[src/rtl/led_pattern_gen_if.sv]
// Board-side bundle for the LED pattern generator: switch/key controls in, LED bank out.
// Latency: none (signal bundle only).
// Backpressure: none; controls are levels sampled every cycle, outputs are free-running.
interface led_pattern_gen_if #(
    parameter int N_LEDS = 8
);
    logic [1:0]        MODE;
    logic [1:0]        RATE;
    logic              RUN;
    logic              STEP;
    logic [N_LEDS-1:0] LEDS;
    logic              TICK;

    // Board side: drives the controls, watches the LEDs.
    modport master (
        output MODE, RATE, RUN, STEP,
        input  LEDS, TICK
    );

    // Generator side.
    modport slave (
        input  MODE, RATE, RUN, STEP,
        output LEDS, TICK
    );
endinterface

[src/rtl/led_pattern_gen.sv]
// LED pattern generator: off / blink / chase / bounce, advanced by a rate tick or single step.
// Latency: restart or advance visible on LEDS/TICK one edge after the deciding inputs are sampled.
// Backpressure: none; STEP is edge-detected, RUN=0 freezes the tick counter.
module led_pattern_gen #(
    parameter int N_LEDS = 8,
    parameter int CNT_W  = 28,
    parameter int TICK0  = 50000000,
    parameter int TICK1  = 25000000,
    parameter int TICK2  = 12500000,
    parameter int TICK3  = 90000000
) (
    input  logic             CLOCK_50,
    input  logic             RESET_N,
    led_pattern_gen_if.slave bus
);
    localparam int POS_W = (N_LEDS > 1) ? $clog2(N_LEDS) : 1;
    localparam logic [POS_W-1:0] LAST = POS_W'(N_LEDS - 1);

    logic [CNT_W-1:0]  cnt, cnt_d;
    logic [1:0]        mode_q, mode_d;
    logic [1:0]        rate_q, rate_d;
    logic [POS_W-1:0]  pos, pos_d;
    logic              dir, dir_d;
    logic              blk, blk_d;
    logic              step_q;
    logic [N_LEDS-1:0] leds_q, leds_d;
    logic              tick_q, tick_d;
    logic              restart;
    logic              adv;
    logic [CNT_W-1:0]  lim;

    // Terminal count for the latched rate; raw RATE never reaches the compare.
    always_comb begin
        case (rate_q)
            2'd0:    lim = CNT_W'(TICK0 - 1);
            2'd1:    lim = CNT_W'(TICK1 - 1);
            2'd2:    lim = CNT_W'(TICK2 - 1);
            default: lim = CNT_W'(TICK3 - 1);
        endcase
    end

    assign restart = (bus.MODE != mode_q) || (bus.RATE != rate_q);

    // Next-state: restart wins over any due advance; otherwise count or step, then advance the pattern.
    always_comb begin
        cnt_d  = cnt;
        mode_d = mode_q;
        rate_d = rate_q;
        pos_d  = pos;
        dir_d  = dir;
        blk_d  = blk;
        leds_d = leds_q;
        tick_d = 1'b0;
        adv    = 1'b0;

        if (restart) begin
            mode_d = bus.MODE;
            rate_d = bus.RATE;
            cnt_d  = '0;
            pos_d  = '0;
            dir_d  = 1'b0;
            blk_d  = 1'b1;
            case (bus.MODE)
                2'd0:    leds_d = '0;
                2'd1:    leds_d = '1;
                default: leds_d = N_LEDS'(1);
            endcase
        end else begin
            if (bus.RUN) begin
                // STEP is ignored while free-running.
                if (cnt == lim) begin
                    cnt_d = '0;
                    adv   = 1'b1;
                end else begin
                    cnt_d = cnt + CNT_W'(1);
                end
            end else if (bus.STEP && !step_q) begin
                adv = 1'b1;
            end

            if (adv) begin
                tick_d = 1'b1;
                case (mode_q)
                    2'd0: leds_d = '0;
                    2'd1: begin
                        blk_d  = ~blk;
                        leds_d = blk ? '0 : '1;
                    end
                    2'd2: begin
                        pos_d  = (pos == LAST) ? '0 : pos + POS_W'(1);
                        leds_d = N_LEDS'(1) << pos_d;
                    end
                    default: begin
                        // Endpoints reverse direction and move one step inward so each is shown once.
                        if (!dir) begin
                            if (pos == LAST) begin
                                dir_d = 1'b1;
                                pos_d = LAST - POS_W'(1);
                            end else begin
                                pos_d = pos + POS_W'(1);
                            end
                        end else begin
                            if (pos == '0) begin
                                dir_d = 1'b0;
                                pos_d = POS_W'(1);
                            end else begin
                                pos_d = pos - POS_W'(1);
                            end
                        end
                        leds_d = N_LEDS'(1) << pos_d;
                    end
                endcase
            end
        end
    end

    // State and output registers.
    always_ff @(posedge CLOCK_50 or negedge RESET_N) begin
        if (!RESET_N) begin
            cnt    <= '0;
            mode_q <= 2'd0;
            rate_q <= 2'd0;
            pos    <= '0;
            dir    <= 1'b0;
            blk    <= 1'b0;
            step_q <= 1'b0;
            leds_q <= '0;
            tick_q <= 1'b0;
        end else begin
            cnt    <= cnt_d;
            mode_q <= mode_d;
            rate_q <= rate_d;
            pos    <= pos_d;
            dir    <= dir_d;
            blk    <= blk_d;
            step_q <= bus.STEP;
            leds_q <= leds_d;
            tick_q <= tick_d;
        end
    end

    assign bus.LEDS = leds_q;
    assign bus.TICK = tick_q;
endmodule

[src/flat_wrapper.sv]
// flat-port wrapper written by rule: the top's interface ports become plain ports
module led_pattern_gen_flat 
#(
    parameter int N_LEDS = 8,
    parameter int CNT_W  = 28,
    parameter int TICK0  = 50000000,
    parameter int TICK1  = 25000000,
    parameter int TICK2  = 12500000,
    parameter int TICK3  = 90000000
)
  (CLOCK_50, RESET_N, bus_MODE, bus_RATE, bus_RUN, bus_STEP, bus_LEDS, bus_TICK);
  led_pattern_gen_if #(.N_LEDS(N_LEDS)) bus_i ();
  input  logic CLOCK_50;
  input  logic RESET_N;
  input wire logic [$bits(bus_i.MODE)-1:0] bus_MODE;
  input wire logic [$bits(bus_i.RATE)-1:0] bus_RATE;
  input wire logic [$bits(bus_i.RUN)-1:0] bus_RUN;
  input wire logic [$bits(bus_i.STEP)-1:0] bus_STEP;
  output wire logic [$bits(bus_i.LEDS)-1:0] bus_LEDS;
  output wire logic [$bits(bus_i.TICK)-1:0] bus_TICK;
  assign bus_i.MODE = bus_MODE;
  assign bus_i.RATE = bus_RATE;
  assign bus_i.RUN = bus_RUN;
  assign bus_i.STEP = bus_STEP;
  assign bus_LEDS = bus_i.LEDS;
  assign bus_TICK = bus_i.TICK;
  led_pattern_gen #(.N_LEDS(N_LEDS), .CNT_W(CNT_W), .TICK0(TICK0), .TICK1(TICK1), .TICK2(TICK2), .TICK3(TICK3)) u_core (.CLOCK_50(CLOCK_50), .RESET_N(RESET_N), .bus(bus_i));
endmodule
[config.mk]
export PLATFORM = sky130hd
export DESIGN_NAME = led_pattern_gen_flat
export DESIGN_NICKNAME = d
export VERILOG_FILES = /design/src/rtl/led_pattern_gen_if.sv /design/src/rtl/led_pattern_gen.sv /design/src/flat_wrapper.sv
export SDC_FILE = /design/constraint.sdc
export NUM_CORES = 1
export LEC_CHECK = 0
export CORE_ASPECT_RATIO = 0.6
export CORE_UTILIZATION = 30
export DETAILED_ROUTE_END_ITERATION = 8
export PLACE_DENSITY_LB_ADDON = 0.12
export SLEW_MARGIN = 20
export SYNTH_ARGS = -nofsm -noshare
export SYNTH_HDL_FRONTEND = slang
export SYNTH_SLANG_ARGS = --single-unit
[constraint.sdc]
create_clock -name CLOCK_50 -period 5.45 [get_ports CLOCK_50]
set_clock_uncertainty 0.1 [all_clocks]
set_input_delay 0.545 -clock CLOCK_50 [delete_from_list [all_inputs] [get_ports CLOCK_50]]
set_output_delay 0.545 -clock CLOCK_50 [all_outputs]
set_load 0.01 [all_outputs]
Word level (Yosys, flattened, before mapping). Cells that the tools add are included.

Input bits: 8. Word-level logic and storage cells: 75. Register bits after elaboration: 47. Output and inout port bits: 9.

Shift operators: 2. $add $sub $neg: 3. Eq/ne operators: 11. Bitwise gates (word level): 1. Mux-type cells: 34. Reductions and logical operators: 15.

Operator list (count): two-way mux 28 bit (3); one-hot mux 27 bit (3 select lines) (1); adder 28 x 1 -> 28 bit (second input constant) (1); equality test 28 x 27 -> 1 bit (1); two-way mux 3 bit (9); two-way mux 8 bit (3); one-hot mux 8 bit (3 select lines) (1); one-hot mux 8 bit (2 select lines) (1); left shift 1 x 3 -> 8 bit (first input constant) (2); two-way mux 1 bit (15); equality test 2 x 1 -> 1 bit (second input constant) (3); zero test 2 bit (3); one-hot mux 3 bit (2 select lines) (1); AND reduction 2 bit (3); nonzero test 2 bit (3); equality test 2 bit (second input constant) (2); != test 2 x 1 -> 1 bit (second input constant) (2); != test 2 bit (2); adder 3 x 1 -> 3 bit (second input constant) (1); equality test 3 bit (second input constant) (1); zero test 3 bit (1); OR reduction 3 bit (1); subtractor 3 x 1 -> 3 bit (second input constant) (1); OR reduction 2 bit (1); other kinds (4) (4).

Logic depth before layout (Yosys ltp). Gate-level depths: netlist of the first run.

Depth in word-level cells: 12. Mapped depth: 10. Depth with buffers taken out: 10.

Worst setup path before layout of the first run. OpenSTA, ideal clock, no wires.

Kind: register to register. Start point: reg u_core.rate_q[0]. End point: reg u_core.dir. Required time: 5.273 ns. Data arrival time: 2.248 ns. Path slack: 3.025 ns. Stages on the path, launching flop included: 10. Path buffers: 1. Setup time: 0.077 ns. Cell sequence: dfrtp_1 -> buf_6 -> inv_1 -> ha_1 -> xor2_1 -> o211ai_2 -> a211oi_4 -> a31oi_4 -> or4_1 -> a21oi_1.

Longest elaborated chain between the ends: 8.

Ends and longest elaborated chain: start: declaration (line led_pattern_gen.sv:21) `logic [1:0] rate_q, rate_d;`; start signal: assignment (line led_pattern_gen.sv:132) `rate_q <= rate_d;`; equality test 2 bit (tied with other cells) (line led_pattern_gen.sv:34) `case (rate_q)`; one-hot mux 27 bit (3 select lines) (line led_pattern_gen.sv:34); equality test 28 x 27 -> 1 bit (line led_pattern_gen.sv:71) `if (cnt == lim) begin`; two-way mux 1 bit (line led_pattern_gen.sv:71); two-way mux 1 bit (line led_pattern_gen.sv:69) `if (bus.RUN) begin`; two-way mux 1 bit (line led_pattern_gen.sv:56) `if (restart) begin`; nonzero test 2 bit (no line); AND reduction 2 bit (no line); end signal: assignment (line led_pattern_gen.sv:134) `dir <= dir_d;`; end: declaration (line led_pattern_gen.sv:23) `logic dir, dir_d;`.

Parallel ways exist; a longest one is shown, timed or not. The select of a mux whose other input is x is not followed. A chain may end at the register's enable or synchronous reset.

Worst setup path in the final report of the first run.
Start point: in bus_MODE[0]. End point: reg u_core.cnt[15].

Longest elaborated chain between the ends: 3.

Ends and longest elaborated chain: start: declaration (line flat_wrapper.sv:15) `input wire logic [$bits(bus_i.MODE)-1:0] bus_MODE;`; != test 2 bit * (line led_pattern_gen.sv:42) `assign restart = (bus.MODE != mode_q) || (bus.RATE != rate_q);`; logical OR 1 bit * (line led_pattern_gen.sv:42); two-way mux 28 bit / nonzero test 2 bit (equally long branches); end signal: assignment (line led_pattern_gen.sv:130) `cnt <= cnt_d;`; end: declaration (line led_pattern_gen.sv:19) `logic [CNT_W-1:0] cnt, cnt_d;`.

Mark *: on every way between the ends. The rest lies on a longest branch, timed or not.

==> results of run 1 <==
## per-stage QoR
| stage | cells | utilization (%) | area, µm² | power [W] |
|---|---|---|---|---|
| after CTS | 469 | 35.8 | 3390 | 0.000768 |
| after detailed placement | 461 | 34.2 | 3250 | 0.000447 |
| after global routing | 469 | 35.8 | 3400 | 0.000786 |
| final | 469 | 35.8 | 3400 | 0.000757 |
| after floorplan | 330 | - | 3030 | 0.000414 |
| after global placement | 461 | 34.2 | 3250 | 0.000448 |
## logic make-up after synthesis
group	after synthesis
AOI/OAI and AO/OA	101
buffers and inverters	32
muxes	4
and+or+nand+nor	125
xor gates and xnor gates	11
adders and majority gates	10
DFF	47
## registers in the layout, summed over array words and instances, names as in the netlist
signal and count:
u_core.blk 1, u_core.bus.LEDS 8, u_core.bus.TICK 1, u_core.cnt 28
u_core.dir 1, u_core.mode_q 2, u_core.pos 3, u_core.rate_q 2
u_core.step_q 1
## path summary, 6_finish.rpt
path | startpoint | end | slack (ns) | cells after the start
worst min-delay path | RESET_N | u_core.mode_q[1] | 0.25 | 2
worst min register to register | u_core.bus.LEDS[2] | u_core.bus.LEDS[2] | 0.39 | 1
worst max register to register | u_core.rate_q[0] | u_core.cnt[23] | 2.59 | 9
max in group asynchronous | RESET_N | u_core.cnt[1] | 4.55 | 2
worst max-delay path | bus_MODE[0] | u_core.cnt[15] | 2.38 | 7
min in group CLOCK_50 | u_core.bus.LEDS[2] | u_core.bus.LEDS[2] | 0.39 | 1
## metal layers
metal	vias up	global-route usage [%]	wire, µm
met2	55	20.1	2870
met4	0	4.88	67
met3	4	3.49	485
met5	-	0	0
met1	1183	28.5	4890
li1	1234	-	-
## final cells by class
| type | instances | area, µm² |
|---|---|---|
| well taps | 130 | 163 |
| fillers | 947 | 6090 |
| multi-input cells | 251 | 1690 |
| clock inverters | 3 | 18.8 |
| clock buffers | 5 | 125 |
| repair buffers | 19 | 178 |
| inverters | 14 | 52.6 |
| flip-flops and latches | 47 | 1180 |
## critical path: stages
cell	delay, ns
clkdlybuf4s50_1	0.52
xor2_1	0.22
nand4b_2	0.57
a21oi_2	0.26
buf_4	0.32
nand2_1	0.30
o41ai_1	0.41
## power groups by stage
stage,Combinational [W],Clock (W),Sequential [W]
floorplan,0.0000448,0,0.000369
global placement,0.0000775,0,0.000370
detailed placement,0.0000773,0,0.000370
CTS,0.0000779,0.000327,0.000363
global route,0.0000868,0.000335,0.000364
finish,0.0000777,0.000316,0.000363
## cell usage in the layout (no fill, tap or decap), types with 4 or more instances in the layout
master           synthesis  layout
a31oi_1                  8       8
ha_1                    10      10
nor2_1                  23      23
nand2b_1                 4       4
clkdlybuf4s50_1          0      15
and2_1                   7       7
inv_1                   14      14
o21ai_0                 17      17
a22o_1                  10      10
nand4_1                 11      11
nand2_1                 27      27
mux2i_1                  4       4
clkbuf_16                0       5
xnor2_1                  6       6
nor3_1                   4       4
a21oi_1                 22      22
o31ai_1                  4       4
xor2_1                   5       5
o2bb2ai_1                7       7
a21o_1                   9       9
dfrtp_1                 47      47
nand3_1                 20      20
==> run_results.csv, run 1 <==
group,metric,value,unit
pwr,sw_frac_of_total,26.4,%
yosys,synth-simple-area-share,23.2,%
die,die_w,132,µm
pwr,p_switching,0.000200,W
outcome,status,"complete, no violations",
yosys,synthArstFlopShare,100,%
sta,setup_viol,0,
worst_hold_path,hp-class,"in -> async",
grt,grtUsageTotal,17.0,%
yosys,synthMuxAreaShare,1.32,%
final_layout,finalNetCount,356,
yosys,synthCells,330,
grt,grt_max_degree,48,
yosys,ys_types,64,
drt,wl_per_cell,17.7,µm
sta,fin_crit_sh,56.3,%
critical_path,crit_arrival,3.15,ns
clock_network,cts.sinks,47,
critical_path,path_max_fanout,23,
final_layout,syn2layout_area_growth,12.4,%
placement,pre_cts_slack,1.97,ns
yosys,yosysTopAreaCellShare,38.9,%
sta,tightest_slew,0.851,ns
grt,antenna_found_initial,0,
critical_path,worstSetupStartpointType,"primary input",
drt,viasPerCell,5.28,
critical_path,setup.worst_path.class,"in -> reg",
pwr,p_int,0.000557,W
yosys,synth_compound_gate_area_share,23.8,%
grt,grt_pass1_vias,2353,
clock_network,clkTransAtPathRegs,0.07,ns
final_layout,antennaDiodeCount,0,
sta,rsz0062_at_grt,"no",
clock_network,cts_htree_levels,2,
clock_network,postCtsSetupBuffers,0,
yosys,synth_top_family_by_area,"compound AO/OA/AOI/OAI gates",
yosys,synth_fp_nets,348,
sta,finalHoldViolCount,0,
job,drv_cap,0,
die,die_y,79.8,µm
sta,period_needed,3.07,ns
drt,first_pass_iters,4,
grt,grt_pass1_wl,13.5,mm
placement,globalplace.congestion,0.833,
yosys,synth-seq-area-share,38.9,%
die,ios,17,
pwr,pwr-share-comb,10.3,%
final_layout,drive_above_1_share,8.55,%
clock_network,root_buffer,"clkbuf_16",
yosys,yosysWarnings,0,
yosys,synth-edff-count,0,
pwr,p_clk_share,41.7,%
critical_path,cp-end-kind,"flop",
placement,dp_hpwl,5.81,mm
clock_network,clk_path_buf_depth,2,
yosys,synth_seq_cells,47,
drt,drc_errors,0,
drt,antenna_left,0,
clock_network,cts.repair.resized,0,
yosys,synth_flop_cell,"dfrtp_1",
yosys,syn-cell-area,3030,µm²
yosys,synth_top_area_cell,"dfrtp_1",
clock_network,insertion_delay,0.30,ns
yosys,synth_xor_area_share,3.18,%
clock_network,ctsHoldBuffers,0,
die,coreArea,9490,µm²
yosys,synth_area_leaders,"dfrtp_1 (39%), ha_1 (4.1%), a21oi_1 (3.6%)",
yosys,synth_most_common_cell,"dfrtp_1",
die,start_util,31.9,%
sta,finalWorstSetupSlack,2.38,ns
yosys,synth_commonest_cells,"dfrtp_1 (47), nand2_1 (27), nor2_1 (23), a21oi_1 (22), nand3_1 (20)",
sta,drv_slew,0,
yosys,avgSynthCellArea,9.17,µm²
pwr,pwr-share-seq,48.0,%
sta,tns,0,ns
clock_network,cts_tree,"built",
pwr,power.density,222,nW/µm²
pwr,power_leakage,1.44,nW
clock_network,cts_buffers,5,
yosys,synthAdderAreaFrac,4.14,%
sta,holdWs,0.252,ns
critical_path,worstPathRequired,5.53,ns
placement,portBuffers,16,
die,die-area,10500,µm²
die,row_count,27,
drt,num_vias,2476,
pwr,ir_drop,0.114,mV
grt,overflow,0,
sta,fmax,0.326,GHz
sta,relSlewSlack,43.2,%
drt,drt_wl_total,8.31,mm
drt,drt_iter0_drc,205,
(Power assumes the default switching activity.)
==> run 2, diff against run 1 <==
- clock period: 5.45 -> 2.95 ns (I/O delays scaled with it)
==> run 2 against run 1 <==
  * Via count rose by 3.9%
  * Count of clock-buffer cells in the layout did not move
  * Largest cell class unchanged
  * First-iteration DRC count fell by 20%
  * Register-to-register slack got worse by 2.3 ns
  * Largest power group is now clock
  * Combinational power rose by 100%
  * Critical path depth rose by 1
  * Non-clock buffer count rose by 13
  * Sequential power rose by 84%
==> run_results.csv, run 2 (synthesis gave the netlist of run 1 again) <==
group,metric,value,unit
outcome,status,"complete, no violations",
clock_network,clk_path_buf_depth,2,
final_layout,finalNetCount,369,
critical_path,cp-end-kind,"flop",
critical_path,r2r_cells,8,
sta,setup_viol,0,
critical_path,worstSetupStartpointType,"flop",
grt,grt_pass1_wl,14.1,mm
final_layout,fill_cells,955,
grt,grtUsageTotal,17.5,%
clock_network,cts.sinks,47,
pwr,ir_drop,0.208,mV
critical_path,path_max_fanout,9,
final_layout,regArea,1180,µm²
final_layout,multi_input_area,1680,µm²
final_layout,finalInstanceArea,3540,µm²
critical_path,crit_arrival,2.77,ns
die,die_y,79.8,µm
die,start_util,31.9,%
die,die_w,132,µm
die,ios,17,
die,die-area,10500,µm²
grt,grt_pass1_vias,2485,
final_layout,final_common_cell,"dfrtp_1",
sta,drv_slew,0,
critical_path,setup.worst_path.class,"reg -> reg",
drt,antenna_left,0,
clock_network,cts.repair.resized,0,
final_layout,layout_common_cells,"dfrtp_1 (47), nand2_1 (27), nor2_1 (23), a21oi_1 (22), nand3_1 (20)",
worst_hold_path,hp-class,"reg -> reg",
critical_path,worstPathRequired,3.07,ns
clock_network,postCtsSetupBuffers,0,
grt,antenna_found_initial,0,
drt,first_pass_iters,4,
drt,drt_iter0_drc,165,
drt,drt_wl_total,8.32,mm
grt,overflow,0,
die,coreArea,9490,µm²
drt,viasPerCell,5.34,
sta,period_needed,2.65,ns
critical_path,regToRegSetupSlack,0.30,ns
worst_hold_path,holdPathStages,1,
clock_network,root_buffer,"clkbuf_16",
placement,dp_hpwl,6.11,mm
clock_network,cts_buffers,5,
clock_network,ctsHoldBuffers,1,
worst_hold_path,min-delay-start,"u_core.bus.LEDS[2]",
final_layout,syn2layout_area_growth,17.1,%
grt,grt_max_degree,28,
pwr,finalPower,0.00157,W
placement,portBuffers,16,
die,row_count,27,
critical_path,crit-reg2reg-launch,"u_core.rate_q[0]",
drt,drc_errors,0,
sta,tns,0,ns
clock_network,cts_tree,"built",
sta,fin_crit_sh,89.8,%
final_layout,largest_register,"u_core.cnt",
final_layout,final_core_util,37.3,%
sta,finalWorstSetupSlack,0.301,ns
final_layout,drive_above_1_share,11.6,%
placement,placed_area,3340,µm²
worst_hold_path,whs_endpoint,"u_core.bus.LEDS[2]",
pwr,power_leakage,1.52,nW
sta,rsz0062_at_grt,"no",
final_layout,antennaDiodeCount,0,
job,drv_cap,0,
drt,num_vias,2573,
clock_network,insertion_delay,0.29,ns
final_layout,largest_reg_flops,28,
placement,pre_cts_slack,0.300,ns
sta,tightest_slew,0.563,ns
placement,globalplace.congestion,0.797,
sta,finalHoldViolCount,0,
critical_path,r2r_end,"u_core.dir",
sta,relSlewSlack,62.2,%
clock_network,cts_htree_levels,2,
clock_network,clkTransAtPathRegs,0.07,ns
drt,wl_per_cell,17.3,µm
sta,fmax,0.377,GHz
pwr,power.density,444,nW/µm²
## run 2: metal layers
layer | wire length, µm | vias to the layer above | GRT usage (%)
met1 | 4830 | 1231 | 29.3
met2 | 2770 | 73 | 20.7
li1 | - | 1264 | -
met3 | 666 | 5 | 4.19
met5 | 0 | - | 0
met4 | 48 | 0 | 3.49
## run 2: worst max path at each step
stage / slack (ns) / cells after the start / startpoint / to
after floorplan: 0.53 / 9 / u_core.rate_q[0] / u_core.dir
after global placement: 0.36 / 6 / bus_MODE[0] / u_core.cnt[15]
after detailed placement: 0.30 / 8 / u_core.rate_q[0] / u_core.dir
after CTS: 0.31 / 8 / u_core.rate_q[0] / u_core.dir
after global routing: 0.12 / 9 / u_core.rate_q[0] / u_core.cnt[16]
final: 0.30 / 8 / u_core.rate_q[0] / u_core.dir
## run 2: critical path, cell delays in order, from the launching register on
cell	delay [ns]
dfrtp_1	0.49
inv_1	0.11
ha_1	0.32
xor2_1	0.16
o211ai_2	0.14
a211oi_4	0.42
a31oi_4	0.21
or4_1	0.49
a21oi_1	0.13
## run 2: power breakdown
part           switching, W  internal [W]  total [W]  leakage [nW]
combinational     0.0000911     0.0000664   0.000157         0.794
clock              0.000262      0.000486   0.000748        0.0900
sequential        0.0000120      0.000657   0.000669         0.631
total              0.000365       0.00121    0.00157          1.52
## run 2: metrics by stage
stage          hold slack (ns)  cells
2_1_floorplan           -0.101    330
3_3_place_gp             0.199    473
3_5_place_dp             0.203    473
4_1_cts                  0.392    482
5_1_grt                  0.408    482
6_report                 0.388    482
## run 2: cell type report
type / instances / share of cell area, %
Clock buffer: 5 / 3.53
Clock inverter: 3 / 1.91
Inverter: 14 / 1.48
Multi-Input combinational cell: 251 / 47.5
Sequential cell: 47 / 33.2
Tap cell: 130 / 4.59
Timing Repair Buffer: 32 / 7.84
